## src/rtl/tower_spawner.sv

```systemverilog
// tower_spawner: chooses the spawn column for each falling tower and paces
// spawns in whole video frames. A tower leaving the screen (edgeCollide) starts
// a pseudo-random gap; when the gap expires a fresh column is published.
module tower_spawner #(
    parameter int          SCREEN_WIDTH   = 640,
    parameter int          TOWER_WIDTH    = 100,
    parameter int          X_MARGIN       = 0,
    parameter int          MIN_GAP_FRAMES = 30,
    parameter int          GAP_RAND_BITS  = 5,
    parameter logic [15:0] LFSR_SEED      = 16'hACE1
) (
    input  logic               clk,
    input  logic               reset,
    input  logic               startOfFrame,
    input  logic               enable,
    input  logic               edgeCollide,
    output logic signed [10:0] topLeftX,
    output logic               towerValid,
    output logic               spawnPulse,
    output logic [7:0]         spawnCount
);

    // Number of legal columns; must lie in 512..1024 so one conditional
    // subtraction folds any 10-bit candidate into range.
    localparam int                SPAN      = SCREEN_WIDTH - TOWER_WIDTH - 2 * X_MARGIN + 1;
    localparam logic [10:0]       SPAN_V    = 11'(SPAN);
    localparam logic [10:0]       MARGIN_V  = 11'(X_MARGIN);
    localparam int                GAP_W     = 16;
    localparam logic [GAP_W-1:0]  MIN_GAP_V = GAP_W'(MIN_GAP_FRAMES);
    localparam logic [GAP_W-1:0]  GAP_ONE   = 16'd1;
    localparam logic [GAP_W-1:0]  GAP_ZERO  = 16'd0;
    // Galois taps for x^16 + x^14 + x^13 + x^11 + 1 (right-shifting form)
    localparam logic [15:0]       LFSR_TAPS = 16'hB400;

    typedef enum logic [1:0] {
        ST_IDLE   = 2'd0,
        ST_GAP    = 2'd1,
        ST_ACTIVE = 2'd2
    } state_t;

    state_t            state_r;
    logic [15:0]       lfsr_r;
    logic [GAP_W-1:0]  gap_cnt_r;

    // One Galois LFSR step
    function automatic logic [15:0] lfsr_step(input logic [15:0] v);
        logic [15:0] shifted;
        shifted = {1'b0, v[15:1]};
        if (v[0]) begin
            lfsr_step = shifted ^ LFSR_TAPS;
        end else begin
            lfsr_step = shifted;
        end
    endfunction

    // Fold the low 10 LFSR bits into [0, SPAN) and offset by the margin
    function automatic logic [10:0] column_of(input logic [15:0] v);
        logic [10:0] cand;
        logic [10:0] red;
        cand = {1'b0, v[9:0]};
        if (cand >= SPAN_V) begin
            red = cand - SPAN_V;
        end else begin
            red = cand;
        end
        column_of = red + MARGIN_V;
    endfunction

    // Gap length uses LFSR bits above the column bits so the two stay uncorrelated
    function automatic logic [GAP_W-1:0] gap_of(input logic [15:0] v);
        gap_of = MIN_GAP_V + {{(GAP_W - GAP_RAND_BITS){1'b0}}, v[GAP_RAND_BITS+9:10]};
    endfunction

    // Free-running LFSR: advances every clock in every state, only reset reloads it
    always_ff @(posedge clk or posedge reset) begin
        if (reset) begin
            lfsr_r <= LFSR_SEED;
        end else begin
            lfsr_r <= lfsr_step(lfsr_r);
        end
    end

    // Spawn FSM with registered outputs; enable low parks it in IDLE
    always_ff @(posedge clk or posedge reset) begin
        if (reset) begin
            state_r    <= ST_IDLE;
            gap_cnt_r  <= GAP_ZERO;
            topLeftX   <= 11'sd0;
            towerValid <= 1'b0;
            spawnPulse <= 1'b0;
            spawnCount <= 8'd0;
        end else begin
            spawnPulse <= 1'b0;
            if (!enable) begin
                // Column and spawn count are kept so the scene can resume cleanly
                state_r    <= ST_IDLE;
                towerValid <= 1'b0;
                gap_cnt_r  <= GAP_ZERO;
            end else begin
                case (state_r)
                    ST_IDLE: begin
                        gap_cnt_r <= gap_of(lfsr_r);
                        state_r   <= ST_GAP;
                    end
                    ST_GAP: begin
                        if (startOfFrame) begin
                            if (gap_cnt_r != GAP_ZERO) begin
                                gap_cnt_r <= gap_cnt_r - GAP_ONE;
                            end else begin
                                topLeftX   <= $signed(column_of(lfsr_r));
                                towerValid <= 1'b1;
                                spawnPulse <= 1'b1;
                                if (spawnCount != 8'hFF) begin
                                    spawnCount <= spawnCount + 8'd1;
                                end else begin
                                    spawnCount <= spawnCount;
                                end
                                state_r <= ST_ACTIVE;
                            end
                        end else begin
                            gap_cnt_r <= gap_cnt_r;
                        end
                    end
                    ST_ACTIVE: begin
                        // A coincident frame pulse is not counted against the new gap
                        if (edgeCollide) begin
                            towerValid <= 1'b0;
                            gap_cnt_r  <= gap_of(lfsr_r);
                            state_r    <= ST_GAP;
                        end else begin
                            state_r <= ST_ACTIVE;
                        end
                    end
                    default: begin
                        state_r    <= ST_IDLE;
                        towerValid <= 1'b0;
                        gap_cnt_r  <= GAP_ZERO;
                    end
                endcase
            end
        end
    end

endmodule

```

## config.mk

```make
export PLATFORM = sky130hd
export DESIGN_NAME = tower_spawner
export DESIGN_NICKNAME = d
export VERILOG_FILES = /design/src/rtl/tower_spawner.sv
export SDC_FILE = /design/constraint.sdc
export NUM_CORES = 1
export LEC_CHECK = 0
export CAP_MARGIN = 20
export CORE_MARGIN = 5
export CORE_UTILIZATION = 50
export DETAILED_ROUTE_END_ITERATION = 16
export PLACE_DENSITY = 0.69
export SETUP_SLACK_MARGIN = 0.1
export SLEW_MARGIN = 10
export SYNTH_ARGS = -nofsm -noshare
export SYNTH_HDL_FRONTEND = slang
export SYNTH_SLANG_ARGS = --single-unit
export TNS_END_PERCENT = 10
```

## constraint.sdc

```tcl
create_clock -name clk -period 4 [get_ports clk]
set_input_delay 0.8 -clock clk [delete_from_list [all_inputs] [get_ports clk]]
set_output_delay 0.8 -clock clk [all_outputs]
set_load 0.1 [all_outputs]
```

# Word-level counts from Yosys, hierarchy flattened
# Cells that the tools add are included.
# word_totals
reg_bits,55
in_bits,5
out_inout_bits,21
wordCells,50
# op_classes
addsub,4
magnitude_cmp,1
n_eq_ne,8
muxes,21
bitwise,2
reduce_logical,7
# op_table
cell,n
two-way mux 16 bit,5
case mux 16 bit (3 select lines),1
nonzero test 16 bit,1
subtractor 16 x 1 -> 16 bit (second input constant),1
inequality test 3 bit (second input constant),4
two-way mux 11 bit,1
subtractor 10 x 10 -> 11 bit (second input constant),1
greater-or-equal comparator 10 bit (second input constant),1
adder 8 x 1 -> 8 bit (second input constant),1
two-way mux 1 bit,8
two-way mux 2 bit,4
inequality test 8 bit (second input constant),1
AND reduction 4 bit,2
adder 5 x 5 -> 6 bit (first input constant),1
case mux 2 bit (3 select lines),1
AND reduction 5 bit,1
inverter 3 -> 4 bit,1
case mux 1 bit (3 select lines),1
AND reduction 3 bit,1
== test 2 x 1 -> 1 bit (second input constant),1
== test 2 bit (second input constant),1
logical NOT 2 bit,1
inequality test 2 bit (second input constant),1
AND reduction 2 bit,1
inverter 1 bit,1

# Logic depth before layout (Yosys ltp)
# logic_depth
ltp_word,5
mapped_depth,8
depth_no_buf,7

# Worst setup path before layout
# No wires, ideal clock.
# synth_path
path_type,input-to-reg
from,input enable
to,register spawnCount[6]
setup_time_ns,0.158
arrival_time_ns,1.976
required_time_ns,3.842
path_slack_ns,1.866
path_stages,6
n_path_buf,1
path_cell_list,buf_2 -> and3b_1 -> nand2_1 -> nor4_2 -> nand4_1 -> xnor2_1
# synth_between
elab_chain_cells,1
# synth_lines
element,line,source
from (decl),15,"input logic enable,"
AND reduction 5 bit (no source line),-,
to (signal assigned),114,spawnCount <= spawnCount + 8'd1;
to (signal assigned),116,spawnCount <= spawnCount;
to (decl),20,output logic [7:0] spawnCount
# Every way passes these cells.
# A chain may end at the register's enable or synchronous reset.

# Final worst setup path
# layout_path
from,register spawnCount[3]
to,output spawnCount[3]
# No word-level cell between the ends.

==> impl_metrics.ini <==
[cts]
clkSinkCount = 55
hold_buffers = 0
clkTransAtPathRegs_ns = 0.10
cts_resized = 0
htreeDepth = 2
cts_buffers = 5
cts_tree = built
post_cts_buffers = 0
clockRootBuffer = clkbuf_8
worstSkewPairLatency_ns = 0.30
cts_buffer_depth = 2

[sta]
hold_slack_ns = 0.3940
fin_setup_tns_ns = 0
worst_pin_slew_ns = 0.9803
layout_setup_ws_ns = 1.268
setup_viol = 0
maxSlewViolCount = 0
fmax_mhz = 366.0
fin_worst_skew_ns = 0.006769
fin_crit_ns = 2.732
maxSlewHeadroom_pct = 34.44
period_share_pct = 68.30
rsz0062_at_grt = false
final_hold_viol_count = 0

[run_status]
outcome = finished clean

[power]
intPower_mw = 0.9415
seqPwrFrac_pct = 43.4
comb_power_share_pct = 33.1
power_leakage_nw = 1.315
sw_frac_of_total_pct = 38.48
peakVddDrop_mv = 0.3186
power.density_nw_per_um2 = 476.3
pwr-share-clk_pct = 23.5
p_sw_mw = 0.5888

[logic_synthesis]
synth_seq_cells = 55
synth_mux_area_share_pct = 0.5348
synthSimpleGateAreaFrac_pct = 25.27
synth-async-reset-ratio_pct = 100.0
syn_area_um2 = 2808
synth_fa_ha_area_share_pct = 2.228
yosysTopAreaCell = dfrtp_1
avgSynthCellArea_um2 = 9.886
synth_ff_type = dfrtp_1
synthDistinctLibCells = 54
ys_seq_area_share_pct = 49.38
synth-compound-area-share_pct = 13.46
yosys.area.top_type_share_pct = 41.89
synth_edf_count = 0
synth_xor_area_share_pct = 5.927
yosys_warnings = 0
synth_nets = 294
synth_area_leaders = dfrtp_1 (42%), dfstp_2 (7.5%), nor2_1 (4.5%)
synth_top_family_by_area = simple AND/OR/NAND/NOR gates
synth_cells = 284

[die]
num_io_pins = 26
core_region_area_um2 = 5473
rows = 27
initial_utilization_pct = 51.30
die_h_um = 84.94
fp.dieW_um = 84.94
die-area_um2 = 7214

[setup_path]
cp_max_fo = 6
cp.arrival_ns = 1.93
crit_buf_inv = 1
max_stage_delay_ns = 1.17
crit_path_end_kind = primary output
cp_slowest_cell = clkdlybuf4s50_1
startpoint_type = flop
criticalPathCategory = flop to primary output
path_cells = clkdlybuf4s50_1
required_ns = 3.20
crit_family = buffers and inverters

[global_routing]
grt_pass1_wl_mm = 9.825
use_met1_pct = 23.78
grt_max_degree = 29
antenna_found_initial = 0
grt_pass1_vias = 1973
use_met3_pct = 3.786
groute.layer.met2.usage_pct = 25.98
grt_remaining_overflow = 0
busiest_layer = met2
track_usage_pct = 16.76

[place]
gp_congestion = 0.8923
numPortBuffers = 25
dp_hpwl_mm = 4.204
dpl_cell_area_um2 = 3107
place_worst_setup_slack_ns = 1.044
dp.cells = 374

[detailed_routing]
vias = 2150
wirelength_mm = 5.720
post_drt_via_cell_ratio = 5.628
wl_per_cell_um = 14.97
drc = 0
drt_iter0_drc = 105
dr.pass1.iters = 4
antenna_left = 0

[worst_hold_path]
holdCritPathClass = flop to flop

[cells_and_area]
final_area_um2 = 3213
layout.nets = 319
syn2layout_area_growth_pct = 14.44
n_fill_cell = 494
final_cells = 382
drive_gt1_share_pct = 9.677
diodes = 0

[flow_run]
max-cap-violations = 0
-- layer usage --
| layer | vias to the layer above | wire length [µm] |
|---|---|---|
| li1 | 1068 | - |
| met1 | 1029 | 2772 |
| met2 | 49 | 2661 |
| met3 | 4 | 238 |
| met4 | 0 | 48 |
| met5 | - | 0 |
-- logic make-up (layout without fill, tap and decap cells) --
family                   count (synthesis)  count (layout)
AO/OA/AOI/OAI                           61              61
XOR/XNOR                                19              19
adder cells (fa/ha/maj)                  5               5
buffers and inverters                   19              45
flip-flops                              55              55
multiplexers                             1               1
AND/OR/NAND/NOR                        124             124
-- final timing paths --
check / start / end / slack (ns) / cells past startpoint
max reg2reg: gap_cnt_r[0] / gap_cnt_r[8] / 1.53 / 7
min reg2reg: lfsr_r[15] / lfsr_r[14] / 0.39 / 0
min: lfsr_r[15] / lfsr_r[14] / 0.39 / 0
max: spawnCount[3] / spawnCount[3] / 1.27 / 1
min in group asynchronous: reset / spawnCount[0] / 0.86 / 2
max in group asynchronous: reset / lfsr_r[11] / 2.31 / 3
-- Yosys cell counts (2+ instances only) --
library cell	n
buf_6	2
nor3_1	7
o31ai_1	2
a21o_1	3
nand2_1	23
dfrtp_1	47
nor4_2	2
nand4_1	11
dfstp_2	8
a21oi_1	12
nor3b_1	3
a21oi_2	2
nand4_2	2
nor2b_1	3
buf_2	3
ha_1	5
o21ai_0	7
o21ai_1	14
xor2_1	9
or4_1	4
and4_1	2
nand3_1	8
clkbuf_1	3
o21ai_2	3
nand2b_1	6
nor2_1	34
xnor2_1	10
and2_1	3
inv_1	11
nor4_1	3
a31oi_1	5
o22ai_1	3
or3_1	2
nor4b_1	2
-- area by class of cell --
type	count	area, µm²	share of cell area (%)
sequential	55	1386	43.15
multi-input combinational	210	1331	41.43
timing repair buffer	26	257.7	8.022
tap	72	90.09	2.804
clock buffer	7	76.32	2.375
inverter	11	41.29	1.285
clock inverter	1	30.03	0.9346
-- flip-flops by register name, indices dropped and copies added, names as in the netlist --
signal	flops
gap_cnt_r	16
lfsr_r	16
topLeftX	11
spawnCount	8
state_r	2
spawnPulse	1
towerValid	1
-- cell usage in the layout, fill, tap and decap left out, types with 4 or more instances in the layout --
| cell type | synthesis | routed |
|---|---|---|
| xnor2_1 | 10 | 10 |
| clkdlybuf4s50_1 | 0 | 25 |
| nor2_1 | 34 | 34 |
| a31oi_1 | 5 | 5 |
| ha_1 | 5 | 5 |
| inv_1 | 11 | 10 |
| o21ai_0 | 7 | 7 |
| or4_1 | 4 | 4 |
| nand3_1 | 8 | 8 |
| dfrtp_1 | 47 | 47 |
| o21ai_1 | 14 | 14 |
| xor2_1 | 9 | 9 |
| clkbuf_8 | 0 | 5 |
| nand2_1 | 23 | 23 |
| a21oi_1 | 12 | 12 |
| nand4_1 | 11 | 11 |
| dfstp_2 | 8 | 8 |
| nor3_1 | 7 | 7 |
| nand2b_1 | 6 | 6 |
-- through the flow --
stage               util [%]  total power, mW
global placement       56.77            1.179
global route           58.71            1.615
finish                 58.71            1.530
floorplan                  -            1.067
CTS                    58.71            1.544
detailed placement     56.77            1.182
-- power groups by stage --
stage	clock network, mW	logic, mW	registers (mW)
floorplan	0	0.207	0.860
global placement	0	0.503	0.676
detailed placement	0	0.506	0.676
CTS	0.371	0.508	0.665
global route	0.400	0.543	0.673
finish	0.360	0.506	0.665
Note: power is estimated with default switching activity, not from simulation.
